### config.mk
export PLATFORM = sky130hd
export DESIGN_NAME = ts_mux_packer
export DESIGN_NICKNAME = d
export VERILOG_FILES = /design/src/rtl/ts_pkg.sv /design/src/rtl/ts_deser.sv /design/src/rtl/ts_mux_packer.sv
export SDC_FILE = /design/constraint.sdc
export NUM_CORES = 1
export LEC_CHECK = 0
export CORE_MARGIN = 2
export CORE_UTILIZATION = 55
export DETAILED_ROUTE_END_ITERATION = 10
export PLACE_DENSITY = 0.85
export SKIP_CTS_REPAIR_TIMING = 1
export SYNTH_ARGS = -nofsm -noshare
export SYNTH_HDL_FRONTEND = slang
export SYNTH_HIERARCHICAL = 1
export SYNTH_SLANG_ARGS = --single-unit
### constraint.sdc
create_clock -name clk -period 7.97 [get_ports clk]
set_clock_uncertainty 0.05 [all_clocks]
set_input_delay 1.594 -clock clk [delete_from_list [all_inputs] [get_ports clk]]
set_output_delay 1.594 -clock clk [all_outputs]
set_load 0.005 [all_outputs]
### src/rtl/ts_pkg.sv
// Shared constants, FSM state types and saturating-counter helpers for the TS front end.
package ts_pkg;
    localparam logic [7:0] TS_SYNC_BYTE = 8'h47;
    localparam int         TS_PKT_LEN   = 188;
    localparam int         TS_PID_W     = 13;

    typedef enum logic {
        PKT_HUNT = 1'b0,
        PKT_DATA = 1'b1
    } pkt_state_e;

    typedef enum logic [1:0] {
        BUF_WAIT   = 2'd0,
        BUF_FILL   = 2'd1,
        BUF_COMMIT = 2'd2
    } buf_state_e;

    function automatic logic [15:0] sat_inc16(input logic [15:0] v);
        return (v == 16'hFFFF) ? v : v + 16'd1;
    endfunction

    function automatic logic [31:0] sat_inc32(input logic [31:0] v);
        return (v == 32'hFFFF_FFFF) ? v : v + 32'd1;
    endfunction
endpackage

### src/rtl/ts_deser.sv
// Serial/parallel TS deserialiser for the selected channel: emits a registered byte strobe
// with a start flag marking the first byte of a packet.
module ts_deser
    import ts_pkg::*;
(
    input  logic       clk,
    input  logic       reset,
    input  logic       i_valid,
    input  logic       i_start,
    input  logic [7:0] i_data,
    input  logic       i_ser_mode,
    output logic       o_done,
    output logic [7:0] o_byte,
    output logic       o_start
);
    logic [6:0] r_shift;
    logic [2:0] r_bit_cnt;
    logic       r_prev_start;
    logic       r_start_pend;
    logic       w_restart;

    // Start is held for a whole serial byte, so only its rising edge realigns the bit counter.
    always_comb begin
        w_restart = i_start && !r_prev_start;
    end

    // Bit shifting and byte assembly.
    always_ff @(posedge clk or posedge reset) begin
        if (reset) begin
            r_shift      <= 7'd0;
            r_bit_cnt    <= 3'd0;
            r_prev_start <= 1'b0;
            r_start_pend <= 1'b0;
            o_done       <= 1'b0;
            o_byte       <= 8'd0;
            o_start      <= 1'b0;
        end else begin
            o_done <= 1'b0;
            if (i_valid) begin
                r_prev_start <= i_start;
                if (i_ser_mode) begin
                    if (w_restart) begin
                        r_shift      <= {6'd0, i_data[0]};
                        r_bit_cnt    <= 3'd1;
                        r_start_pend <= 1'b1;
                    end else if (r_bit_cnt == 3'd7) begin
                        o_done       <= 1'b1;
                        o_byte       <= {r_shift, i_data[0]};
                        o_start      <= r_start_pend;
                        r_bit_cnt    <= 3'd0;
                        r_start_pend <= 1'b0;
                    end else begin
                        r_shift   <= {r_shift[5:0], i_data[0]};
                        r_bit_cnt <= r_bit_cnt + 3'd1;
                    end
                end else begin
                    o_done    <= 1'b1;
                    o_byte    <= i_data;
                    o_start   <= i_start;
                    r_bit_cnt <= 3'd0;
                end
            end
        end
    end
endmodule

### src/rtl/ts_mux_packer.sv
// Multi-channel TS mux, sync check and EP IN buffer packer with fixed-length commits.
// Optional statistics counters are enabled with the TS_STATS_EN macro.
module ts_mux_packer
    import ts_pkg::*;
#(
    parameter int  NCH     = 4,
    parameter int  ADDR_W  = 11,
    parameter int  PKT_LEN = TS_PKT_LEN,
    localparam int CH_W    = $clog2(NCH)
) (
    input  logic                clk,
    input  logic                reset,
    input  logic [NCH-1:0]      i_ts_start,
    input  logic [NCH-1:0]      i_ts_valid,
    input  logic [NCH*8-1:0]    i_ts_data,
    input  logic                i_ser_mode,
    input  logic [CH_W-1:0]     i_insel,
    input  logic [ADDR_W-1:0]   i_commit_len,
    output logic [7:0]          o_ep_in_data,
    output logic [ADDR_W-1:0]   o_ep_in_addr,
    output logic                o_ep_in_wren,
    output logic                o_ep_in_commit,
    output logic [ADDR_W-1:0]   o_ep_in_commit_len,
    input  logic                i_ep_in_ready,
    input  logic                i_ep_in_commit_ack
`ifdef TS_STATS_EN
    ,
    output logic [31:0]         o_pkt_cnt,
    output logic [15:0]         o_sync_err_cnt,
    output logic [15:0]         o_ovf_cnt
`endif
);
    localparam int CNT_W = $clog2(PKT_LEN + 1);

    logic [CH_W-1:0]   r_ch;
    pkt_state_e        r_pkt_st;
    logic [CNT_W-1:0]  r_byte_cnt;
    logic              r_drop;
    buf_state_e        r_buf_st;
    logic [ADDR_W-1:0] r_ptr;
    logic [ADDR_W-1:0] r_len;

    logic              w_bdone;
    logic [7:0]        w_byte;
    logic              w_bstart;
    logic              w_pkt_first;
    logic              w_pkt_cont;
    logic              w_pkt_byte;
    logic              w_last;
    logic              w_drop_now;
    logic              w_write;
    logic [ADDR_W-1:0] w_len_eff;

    ts_deser u_deser (
        .clk        (clk),
        .reset      (reset),
        .i_valid    (i_ts_valid[r_ch]),
        .i_start    (i_ts_start[r_ch]),
        .i_data     (i_ts_data[{r_ch, 3'b000} +: 8]),
        .i_ser_mode (i_ser_mode),
        .o_done     (w_bdone),
        .o_byte     (w_byte),
        .o_start    (w_bstart)
    );

    // Classify each byte; a packet that hit a full buffer stays dropped until the next sync.
    always_comb begin
        w_pkt_first = w_bdone && w_bstart && (w_byte == TS_SYNC_BYTE);
        w_pkt_cont  = w_bdone && !w_bstart && (r_pkt_st == PKT_DATA);
        w_pkt_byte  = w_pkt_first || w_pkt_cont;
        w_last      = w_pkt_cont && (r_byte_cnt == CNT_W'(PKT_LEN - 1));
        if (w_pkt_first) begin
            w_drop_now = (r_buf_st != BUF_FILL);
        end else begin
            w_drop_now = r_drop || (r_buf_st != BUF_FILL);
        end
        w_write = w_pkt_byte && !w_drop_now;
        if (i_commit_len == '0) begin
            w_len_eff = '1;
        end else begin
            w_len_eff = i_commit_len;
        end
    end

    // Packet framing, channel selection and per-packet drop flag.
    always_ff @(posedge clk or posedge reset) begin
        if (reset) begin
            r_pkt_st   <= PKT_HUNT;
            r_byte_cnt <= '0;
            r_ch       <= '0;
            r_drop     <= 1'b0;
        end else begin
            if (w_bdone && w_bstart) begin
                if (w_pkt_first) begin
                    r_pkt_st   <= PKT_DATA;
                    r_byte_cnt <= CNT_W'(1);
                end else begin
                    r_pkt_st   <= PKT_HUNT;
                    r_byte_cnt <= '0;
                end
            end else if (w_pkt_cont) begin
                if (w_last) begin
                    r_pkt_st   <= PKT_HUNT;
                    r_byte_cnt <= '0;
                end else begin
                    r_byte_cnt <= r_byte_cnt + CNT_W'(1);
                end
            end
            if (r_pkt_st == PKT_HUNT && !w_pkt_first) begin
                r_ch <= i_insel;
            end
            if (w_pkt_byte) begin
                r_drop <= w_drop_now;
            end
        end
    end

    // Buffer fill / commit handshake with registered EP outputs.
    always_ff @(posedge clk or posedge reset) begin
        if (reset) begin
            r_buf_st           <= BUF_WAIT;
            r_ptr              <= '0;
            r_len              <= '0;
            o_ep_in_wren       <= 1'b0;
            o_ep_in_data       <= 8'd0;
            o_ep_in_addr       <= '0;
            o_ep_in_commit     <= 1'b0;
            o_ep_in_commit_len <= '0;
        end else begin
            o_ep_in_wren <= 1'b0;
            case (r_buf_st)
                BUF_WAIT: begin
                    if (i_ep_in_ready) begin
                        r_buf_st <= BUF_FILL;
                        r_len    <= w_len_eff;
                    end
                end
                BUF_FILL: begin
                    if (w_write) begin
                        o_ep_in_wren <= 1'b1;
                        o_ep_in_data <= w_byte;
                        o_ep_in_addr <= r_ptr;
                        if ((r_ptr + ADDR_W'(1)) == r_len) begin
                            r_buf_st           <= BUF_COMMIT;
                            o_ep_in_commit     <= 1'b1;
                            o_ep_in_commit_len <= r_len;
                        end else begin
                            r_ptr <= r_ptr + ADDR_W'(1);
                        end
                    end
                end
                BUF_COMMIT: begin
                    if (i_ep_in_commit_ack) begin
                        o_ep_in_commit <= 1'b0;
                        r_ptr          <= '0;
                        r_buf_st       <= BUF_WAIT;
                    end
                end
                default: begin
                    r_buf_st       <= BUF_WAIT;
                    o_ep_in_commit <= 1'b0;
                end
            endcase
        end
    end

`ifdef TS_STATS_EN
    // Saturating statistics; overflow counts once per dropped packet.
    always_ff @(posedge clk or posedge reset) begin
        if (reset) begin
            o_pkt_cnt      <= 32'd0;
            o_sync_err_cnt <= 16'd0;
            o_ovf_cnt      <= 16'd0;
        end else begin
            if (w_bdone && w_bstart && !w_pkt_first) begin
                o_sync_err_cnt <= sat_inc16(o_sync_err_cnt);
            end
            if (w_pkt_byte && w_drop_now && (w_pkt_first || !r_drop)) begin
                o_ovf_cnt <= sat_inc16(o_ovf_cnt);
            end
            if (w_write && w_last) begin
                o_pkt_cnt <= sat_inc32(o_pkt_cnt);
            end
        end
    end
`endif
endmodule

==> results.md, run 1 <==
* Syn. warnings at 6
* Layout cells sized above 1 at 19.6%
* CTS tree: done
* CP Launch Type: register
* Cell leakage power at between 2 and 3 nW
* Antenna diodes at 0
* Post-synth EDFFs at 0
* Min Tclk post-route at approximately 3.6 ns
* Crit path required time at slightly above 8 ns
* Hold Crit Class: reg -> reg
* Total CTS buffers at 9
* Final period util at approximately 45%
* Primary FF master, synth: dfrtp_1
* Initial antenna violation count at 0
* Post-synthesis sequential area ratio at around half
* Mapped Nets at around 450
* Placed inst area at 5560 µm²
* Placed cell count at around 560
* Final nets at 527
* Final Instance Area at just under 6000 µm²
* Die Ht at 95.5 µm
* Final ANT Viol Nets at 0
* Total Routing Usage GR at between 20% and 30%
* Outcome: completed
* Routed WL per cell at between 15 and 20 µm
* CP Capture Type: register
* Ports at 90
* Largest net degree at the start of global routing at 69
* Vias per inst at between 6 and 7
* Core Rows at 33
* Routed WL at 10100 µm
* Grt ovf at 0
* CP Buf/Inv Count at 0
* Post-synth ARST share at 100%
* Fin. Hold Viols at 0
* Skew-Pair Late Insertion Delay at between 0.3 and 0.4 ns
* Final non-filler cell total at approximately 570
* Initial Util at 56.3%
* Synth Instances at between 300 and 400
* HPWL Detailed at roughly 7300 µm
* Netlist cell types at ~60
* Layout area overhead at 26.1%
* Setup TNS at 0 ns
* Max_slew headroom at a little over two fifths
* Iter 0 DRT Violations at roughly 230
* Drt pass-1 iters at 5
* Fmax at 277 MHz
* Worst-Margin Slew at 0.845 ns
* RSZ-0062 raised after global routing: false
* FF+latch count, synth at 90
* Routability congestion estimate at between 0.9 and 1
* Count of final setup violators at 0
* Fillers at between 500 and 600
* First-pass GRT wire length at about 17000 µm
* CTS H-tree depth at 3
* Final hold slack at between 0.4 and 0.5 ns
* Mean post-synth cell area at around 12 µm²
* Clk root buf: clkbuf_8
* Die area at about 9100 µm²
* Clock Path Buffers at 2
* Max FO, Critical Path at 16
* Commonest cells after routing, fill and taps aside: dfrtp_1 (90), clkdlybuf4s50_1 (89), mux2_2 (44)
* I/O Buffers at 89
* Slowest CP cell: nor3_4
* Pins Over Slew Limit at 0
* Synthesized area at around 4600 µm²
* Worst path top cell family by delay: simple AND/OR/NAND/NOR gates
* Pwr per Cell Area at about 210 nW/µm²
* Core ar. at between 8000 and 9000 µm²
* Register clock-pin slew on the reported worst setup and hold paths at roughly 0.10 ns
* Arr. time, crit path at between 3 and 4 ns
* # DRC at 0
* Most common library cell in the layout ignoring fill and taps: dfrtp_1
* Vias at about 3.5k
* Vias in the first global route at between 3k and 4k
* VDD IR-drop max at 0.134 mV
* WS Path Type: reg -> reg
* Max-Cap Viols at 0
* Die X at about 95 µm
* Clk sinks at 90
* Worst path max stage delay at about 0.75 ns
* Crit-path cells: ha_1 > nand2_1 > or3_1 > a222oi_1 > o2111ai_2 > nor3_4 > mux2_2
## metal layers
layer	share of wire [%]	track usage [%]	routed length, µm	vias to the layer above
met1	45	34.7	4590	1759
met2	48	37.2	4910	134
met3	5.4	5.22	543	10
li1	-	-	-	1568
met4	1.0	7.50	101	0
met5	0	0	0	-
## synth_stat cells, drive strengths merged, types with 2 or more instances
cell type / count / area share (%)
nor2b: 2 / 0.27
nor4: 3 / 0.41
xor2: 6 / 1.1
nor4b: 2 / 0.38
nor3b: 5 / 0.82
nand2b: 3 / 0.41
and3: 5 / 0.68
dfrtp: 90 / 49
a31oi: 2 / 0.27
ha: 5 / 1.4
and4: 2 / 0.38
nand3: 14 / 1.6
inv: 7 / 0.57
nand4: 4 / 0.68
o2bb2ai: 3 / 0.57
a21o: 2 / 0.33
o21ai: 13 / 1.4
and2: 6 / 0.82
nand3b: 2 / 0.33
nor2: 19 / 1.6
or3: 3 / 0.41
nor3: 7 / 1.1
o22a: 11 / 2.1
nand2: 28 / 2.3
mux4: 10 / 4.9
a32oi: 3 / 0.57
nand4b: 3 / 0.57
mux2i: 6 / 1.3
a21oi: 2 / 0.22
o211ai: 3 / 0.49
buf: 9 / 1.1
xnor2: 10 / 1.9
mux2: 52 / 13
a22o: 7 / 1.3
o31ai: 3 / 0.49
o21bai: 3 / 0.49
clkbuf: 13 / 1.1
## power by group
group          internal (mW)  total, mW  switching, mW  leakage [nW]
Sequential             0.523      0.590         0.0669          1.14
Combinational          0.166      0.268          0.102          1.27
Clock                  0.211      0.379          0.168         0.122
## per-stage QoR
stage	setup WS, ns	power, mW	util (%)
finish	4.35	1.24	71.0
CTS	4.44	1.24	71.0
global placement	4.39	0.850	68.0
floorplan	4.61	0.739	-
detailed placement	4.35	0.863	68.0
global route	4.12	1.30	71.0
## kinds of logic (layout without fill, tap and decap cells)
group	Yosys count	in the layout	synth area share (%)
compound gates	61	61	10.4
xor+xnor	17	17	3.56
fa+ha+maj	5	5	1.36
buf+inv	29	116	2.72
flops	90	90	48.9
mux	68	68	19.6
simple gates	112	112	13.5
## layout make-up
cell class	instances	area, µm²	share of cell area, %
Clock buffer	9	124	2.13
Timing Repair Buffer	93	921	15.9
Clock inverter	7	123	2.11
Multi-Input combinational cell	263	2230	38.4
Inverter	7	26.3	0.453
Tap cell	105	131	2.26
Sequential cell	90	2250	38.8
## sequential cells by signal (all words and copies together), names as in the netlist
register	count
o_ep_in_data	8
r_ch	2
r_byte_cnt	8
u_deser/r_start_pend	1
u_deser/r_shift	7
o_ep_in_commit	1
r_buf_st	2
r_len	11
r_ptr	11
o_ep_in_commit_len	11
u_deser/o_start	1
u_deser/o_done	1
u_deser/o_byte	8
r_drop	1
o_ep_in_wren	1
r_pkt_st	1
u_deser/r_bit_cnt	3
o_ep_in_addr	11
u_deser/r_prev_start	1
## path summary, 6_finish.rpt
path | slack (ns) | startpoint | end | cells after the start
worst max-delay path | 4.35 | r_ptr[1] | o_ep_in_commit_len[7] | 7
worst min-delay path | 0.43 | r_byte_cnt[7] | r_byte_cnt[7] | 1
worst max register to register | 4.35 | r_ptr[1] | o_ep_in_commit_len[7] | 7
worst min register to register | 0.43 | r_byte_cnt[7] | r_byte_cnt[7] | 1
max in group asynchronous | 5.54 | reset | o_ep_in_addr[0] | 3
min in group asynchronous | 1.70 | reset | u_deser/r_bit_cnt[1] | 2
(Power assumes the default switching activity.)
==> inputs of run 2 (changes only) <==
CORE_UTILIZATION = 52   (was 55)
PLACE_DENSITY = 0.81   (was 0.85)
clock period = 3.4 ns   (was 7.97 ns; I/O delays follow)
==> results.md, run 2 (same netlist as run 1, synthesis figures left out) <==
* Outcome: completed
* Initial Util at 53.3% (-3.0 points)
* Die X at 98.1 µm (+2.7%)
* Final non-filler cell total at 582 (+1.4%)
* Reg-to-reg setup timing slack at 0.43 ns (-3.92 ns)
* I/O Buffers at 89 (unchanged)
* Drt pass-1 iters at 4 (-1)
* Routability congestion estimate at 0.872 (-5.5%)
* Die area at 9620 µm² (+5.5%)
* Worst Reg2Reg Path Length in Cells at 8 (+1)
* Pwr per Cell Area at 481 nW/µm² (+130%)
* Clk sinks at 90 (unchanged)
* VDD IR-drop max at 0.411 mV (+210%)
* Worst-Margin Slew at 0.863 ns (+0.0178 ns)
* Routed WL at 10100 µm (-0.63%)
* RSZ-0062 raised after global routing: false
* Clock Path Buffers at 2 (unchanged)
* Clk root buf: clkbuf_8
* Initial antenna violation count at 0 (unchanged)
* Crit-path cells: ha_1 > nand2_1 > or3_1 > a222oi_1 > o2111ai_2 > nor3_4 > buf_4 > mux2_4
* Worst path top cell family by delay: simple AND/OR/NAND/NOR gates
* CTS H-tree depth at 3 (unchanged)
* Vias in the first global route at 3362 (-4.2%)
* Storage cell area at 2250 µm² (unchanged)
* Core Util, Final at 67.5% (-3.5 points)
* Routed WL per cell at 17.3 µm (-2.0%)
* Reg2reg end: o_ep_in_commit_len[1]
* Arr. time, crit path at 3.16 ns (-0.66 ns)
* Core Rows at 34 (+3.0%)
* Setup TNS at 0 ns (unchanged)
* Skew-Pair Late Insertion Delay at 0.36 ns (about the same)
* Hold Crit Class: reg -> reg
* CP Buf/Inv Count at 1 (+1)
* Largest net degree at the start of global routing at 37 (-46%)
* Die Ht at 98.1 µm (+2.7%)
* Fin. Hold Viols at 0 (unchanged)
* Crit path from: r_ptr[0]
* Final ANT Viol Nets at 0 (unchanged)
* Max-Cap Viols at 0 (unchanged)
* Area of the multi-input gates at 2230 µm² (unchanged)
* Total CTS buffers at 9 (unchanged)
* Vias per inst at 5.70 (-5.8%)
* WS Path Type: reg -> reg
* Layout cells sized above 1 at 20.5% (+0.85 points)
* CTS tree: done
* Core ar. at 8640 µm² (+5.6%)
* Max FO, Critical Path at 10 (-6)
* Crit path required time at 3.59 ns (-4.58 ns)
* Commonest cells after routing, fill and taps aside: dfrtp_1 (90), clkdlybuf4s50_1 (89), mux2_2 (44)
* Max_slew headroom at 42.4% (-1.3 points)
* Placed cell count at 566 (+1.4%)
* First-pass GRT wire length at 17100 µm (+0.40%)
* Worst path max stage delay at 0.49 ns (-0.26 ns)
* HPWL Detailed at 7610 µm (+4.2%)
* Total Routing Usage GR at 22.0% (-2.2 points)
* Iter 0 DRT Violations at 195 (-14%)
* Crit path depth at 8 (+1)
* Final nets at 532 (+0.95%)
* # DRC at 0 (unchanged)
* Register clock-pin slew on the reported worst setup and hold paths at 0.09 ns (about the same)
* Final period util at 87.2% (+42 points)
* Cell leakage power at 2.55 nW (+0.80%)
* CP Launch Type: register
* Count of final setup violators at 0 (unchanged)
* CP Capture Type: register
* Layout area overhead at 26.6%
* Pins Over Slew Limit at 0 (unchanged)
* Ports at 90 (unchanged)
* Slowest CP cell: dfrtp_1
* Vias at 3316 (-4.5%)
* Grt ovf at 0 (unchanged)
* FF-to-FF Start: r_ptr[0]
* Most common library cell in the layout ignoring fill and taps: dfrtp_1
* Antenna diodes at 0 (unchanged)
* Fillers at 668 (+18%)
* Min Tclk post-route at 2.97 ns (-0.651 ns)
* Fmax at 337 MHz (+22%)
* Capture point of the critical path: o_ep_in_commit_len[1]
run 2: cell count changes in the layout (fill, tap and decap cells not counted), sizes merged:
cell / change
bufinv: -1
buf: +5
clkinv: +3
inv: -1
clkinvlp: -1
run 2: worst min path at each step:
stage	start	endpoint	slack, ns	cells after the start
finish	r_byte_cnt[7]	r_byte_cnt[7]	0.44	1
global route	r_byte_cnt[7]	r_byte_cnt[7]	0.47	1
CTS	r_byte_cnt[7]	r_byte_cnt[7]	0.44	1
detailed placement	r_byte_cnt[7]	r_byte_cnt[7]	0.42	1
global placement	u_deser/r_start_pend	u_deser/r_start_pend	0.42	2
floorplan	u_deser/r_start_pend	u_deser/r_start_pend	0.39	2
run 2: metrics by stage:
stage               power (mW)  area (µm²)  setup slack, ns  hold WS (ns)
floorplan                 1.73        4600            0.600         0.393
detailed placement        2.03        5610            0.441         0.422
global placement          2.00        5610            0.541         0.423
CTS                       2.82        5830            0.444         0.438
global route              2.94        5830            0.256         0.470
finish                    2.80        5830            0.435         0.443
run 2: power breakdown:
part / switching (mW) / total [mW] / internal [mW]
Clock: 0.380 / 0.794 / 0.414
Combinational: 0.236 / 0.630 / 0.393
Sequential: 0.150 / 1.38 / 1.23
run 2: final cells by class:
cell class                      count  area share (%)
Sequential cell                    90            38.6
Multi-Input combinational cell    263            38.2
Tap cell                          108            2.32
Inverter                            7           0.451
Clock inverter                      7            1.59
Clock buffer                        9            2.13
Timing Repair Buffer               98            16.7
run 2: routing by layer:
metal  part of all wire, %  global-route usage [%]
met2                    46                    33.4
met4                   1.4                    6.09
met3                   3.3                    2.72
met5                     0                       0
met1                    49                    33.8
run 2: worst register-to-register path: cells and delay by family, from the launching register on:
kind / cells / cell delay, ns
AO/OA/AOI/OAI: 2 / 0.59
multiplexers: 1 / 0.32
flip-flops: 1 / 0.49
AND/OR/NAND/NOR: 3 / 0.76
adder cells (fa/ha/maj): 1 / 0.38
buffers and inverters: 1 / 0.26
==> inputs of run 3 (changes only) <==
CELL_PAD_IN_SITES_DETAIL_PLACEMENT = 1   (was unset)
CELL_PAD_IN_SITES_GLOBAL_PLACEMENT = 2   (was unset)
CORE_UTILIZATION = 33   (was 52)
SYNTH_HIERARCHICAL = unset   (was 1)
==> results.md, run 3 <==
* Total CTS buffers at 9 (unchanged)
* CTS tree: done
* Setup TNS at 0 ns (unchanged)
* Synth area leader: dfrtp_1
* Max_slew headroom at 58.1% (+16 points)
* Iter 0 DRT Violations at 138 (-29%)
* Post-synthesis sequential area ratio at 49.4% (+0.51 points)
* Commonest cells in the synthesized netlist: dfrtp_1 (90), nand2_1 (87), nor2_1 (21)
* Ports at 90 (unchanged)
* Clk root buf: clkbuf_16
* Mean post-synth cell area at 10.5 µm² (-13%)
* Clock Path Buffers at 2 (unchanged)
* Die area at 14800 µm² (+53%)
* CTS H-tree depth at 3 (unchanged)
* Skew-Pair Late Insertion Delay at 0.35 ns (about the same)
* Synth top area cells: dfrtp_1 (49%), nand2_1 (7.2%), mux4_2 (4.9%)
* Fmax at 321 MHz (-4.9%)
* Drt pass-1 iters at 4 (unchanged)
* Mapped Nets at 495 (+11%)
* Outcome: completed
* Pwr per Cell Area at 478 nW/µm² (-0.63%)
* Count of final setup violators at 0 (unchanged)
* Clk sinks at 90 (unchanged)
* Primary FF master, synth: dfrtp_1
* Initial antenna violation count at 0 (unchanged)
* RSZ-0062 raised after global routing: false
* Share of Yosys cell area claimed by the top area cell type at 49.4% (+0.51 points)
* Final nets at 583 (+9.6%)
* Initial Util at 34.1% (-19 points)
* Worst-Margin Slew at 0.627 ns (-0.236 ns)
* CP Launch Type: register
* Routability congestion estimate at 0.832 (-4.6%)
* Placed inst area at 5650 µm² (+0.65%)
* Max FO, Critical Path at 10 (unchanged)
* Layout cells sized above 1 at 11.0% (-9.4 points)
* Crit path required time at 3.60 ns (about the same)
* Largest net degree at the start of global routing at 41 (+11%)
* Vias at 3591 (+8.3%)
* Netlist cell types at 57 (-6.6%)
* Vias in the first global route at 4018 (+20%)
* Vias per inst at 5.12 (-10%)
* CP Capture Type: register
* First-pass GRT wire length at 19800 µm (+15%)
* Dpl ws at 0.381 ns (-0.0607 ns)
* Synthesized area at 4560 µm² (-1.0%)
* Total Power at 2.83 mW (+1.1%)
* Commonest cells after routing, fill and taps aside: dfrtp_1 (90), clkdlybuf4s50_1 (89), nand2_1 (87)
* Routed WL per cell at 16.8 µm (-3.2%)
* FF+latch count, synth at 90 (unchanged)
* Area of the multi-input gates at 2140 µm² (-3.9%)
* Arr. time, crit path at 3.32 ns (+0.16 ns)
* Min Tclk post-route at 3.12 ns (+0.153 ns)
* Layout area overhead at 30.1%
* VDD IR-drop max at 0.261 mV (-36%)
* I/O Buffers at 89 (unchanged)
* Die X at 122 µm (+24%)
* Post-synth ARST share at 100% (unchanged)
* Synth Instances at 433 (+13%)
* Most common library cell in the layout ignoring fill and taps: dfrtp_1
* Register clock-pin slew on the reported worst setup and hold paths at 0.07 ns (-0.02 ns)
* Fin. Hold Viols at 0 (unchanged)
* Routed WL at 11800 µm (+17%)
* Fillers at 1514 (+130%)
* Final period util at 91.7% (+4.5 points)
* Pins Over Slew Limit at 0 (unchanged)
* Total Routing Usage GR at 17.0% (-5.1 points)
* Storage cell area at 2250 µm² (unchanged)
* Syn. warnings at 0 (-6)
* WS Path Type: reg -> reg
* Most numerous cell in the Yosys netlist: dfrtp_1
* Cell leakage power at 2.53 nW (-0.98%)
* Final Instance Area at 5930 µm² (+1.7%)
* Die Ht at 122 µm (+24%)
* Grt ovf at 0 (unchanged)
* Max-Cap Viols at 0 (unchanged)
* HPWL Detailed at 9030 µm (+19%)
* Post-synth EDFFs at 0 (unchanged)
* Antenna diodes at 0 (unchanged)
* # DRC at 0 (unchanged)
* Core ar. at 13300 µm² (+55%)
* Core Rows at 42 (+24%)
* Hold Crit Class: reg -> reg
* Final ANT Viol Nets at 0 (unchanged)
* Setup slack after layout at 0.282 ns (-0.153 ns)
[run 3: cell types whose count changed in the layout (fill, tap and decap cells not counted), moves of 4 or more]
cell	before	now
mux2_2	44	9
nand2_1	28	87
clkbuf_16	0	9
a21oi_1	2	11
and2_1	6	2
inv_1	5	12
mux2i_1	6	14
clkbuf_8	9	1
o31ai_1	3	10
[run 3: final cells by class]
cell class                      instances  area share (%)
Sequential cell                        90            38.0
Tap cell                              176            3.72
Clock buffer                           10            4.03
Inverter                               13           0.844
Clock inverter                          5           0.676
Timing Repair Buffer                  100            16.6
Multi-Input combinational cell        307            36.1
[run 3: routing by layer]
metal	vias to the layer above	track usage, %	part of all wire (%)
met1	1781	19.8	42
met2	80	31.5	53
met5	-	0	0
li1	1719	-	-
met4	0	5.17	1.2
met3	11	3.15	4.2
[run 3: final timing paths]
check | from | end | slack, ns | cells after the start
worst max-delay path | r_ptr[0] | r_ptr[5] | 0.28 | 9
worst min-delay path | o_ep_in_addr[5] | o_ep_in_addr[5] | 0.42 | 2
worst max register to register | r_ptr[0] | r_ptr[5] | 0.28 | 9
worst min register to register | o_ep_in_addr[5] | o_ep_in_addr[5] | 0.42 | 2
max in group asynchronous | reset | o_ep_in_addr[3] | 1.96 | 3
min in group asynchronous | reset | u_deser.r_shift[3] | 0.65 | 2
[run 3: cells by family after synthesis]
kind of cell / count (synthesis) / share of synthesized area, %
adder cells (fa/ha/maj): 5 / 1.32
XOR/XNOR: 19 / 3.65
multiplexers: 39 / 12.2
flip-flops: 90 / 49.4
buffers and inverters: 36 / 3.62
AO/OA/AOI/OAI: 74 / 11.4
AND/OR/NAND/NOR: 170 / 18.4
[run 3: per-stage QoR]
step | hold WS (ns) | std cells | util [%]
6_report | 0.422 | 701 | 44.4
3_5_place_dp | 0.415 | 686 | 42.3
5_1_grt | 0.453 | 701 | 44.4
4_1_cts | 0.432 | 701 | 44.4
3_3_place_gp | 0.410 | 686 | 42.3
2_1_floorplan | 0.393 | 433 | -
[run 3: power breakdown]
group	switching, mW	total [mW]	internal (mW)	leakage (nW)
Combinational	0.244	0.541	0.296	1.24
Clock	0.434	0.949	0.515	0.127
Sequential	0.147	1.34	1.19	1.16
Total	0.825	2.83	2.00	2.53
[run 3: critical path, stage by stage, from the launching register on]
cell,delay [ns]
dfrtp_1,0.53
ha_1,0.46
inv_1,0.17
or4_1,0.57
a221oi_1,0.29
o2111ai_1,0.22
buf_4,0.20
nor3_1,0.30
o31ai_1,0.14
o31ai_1,0.10
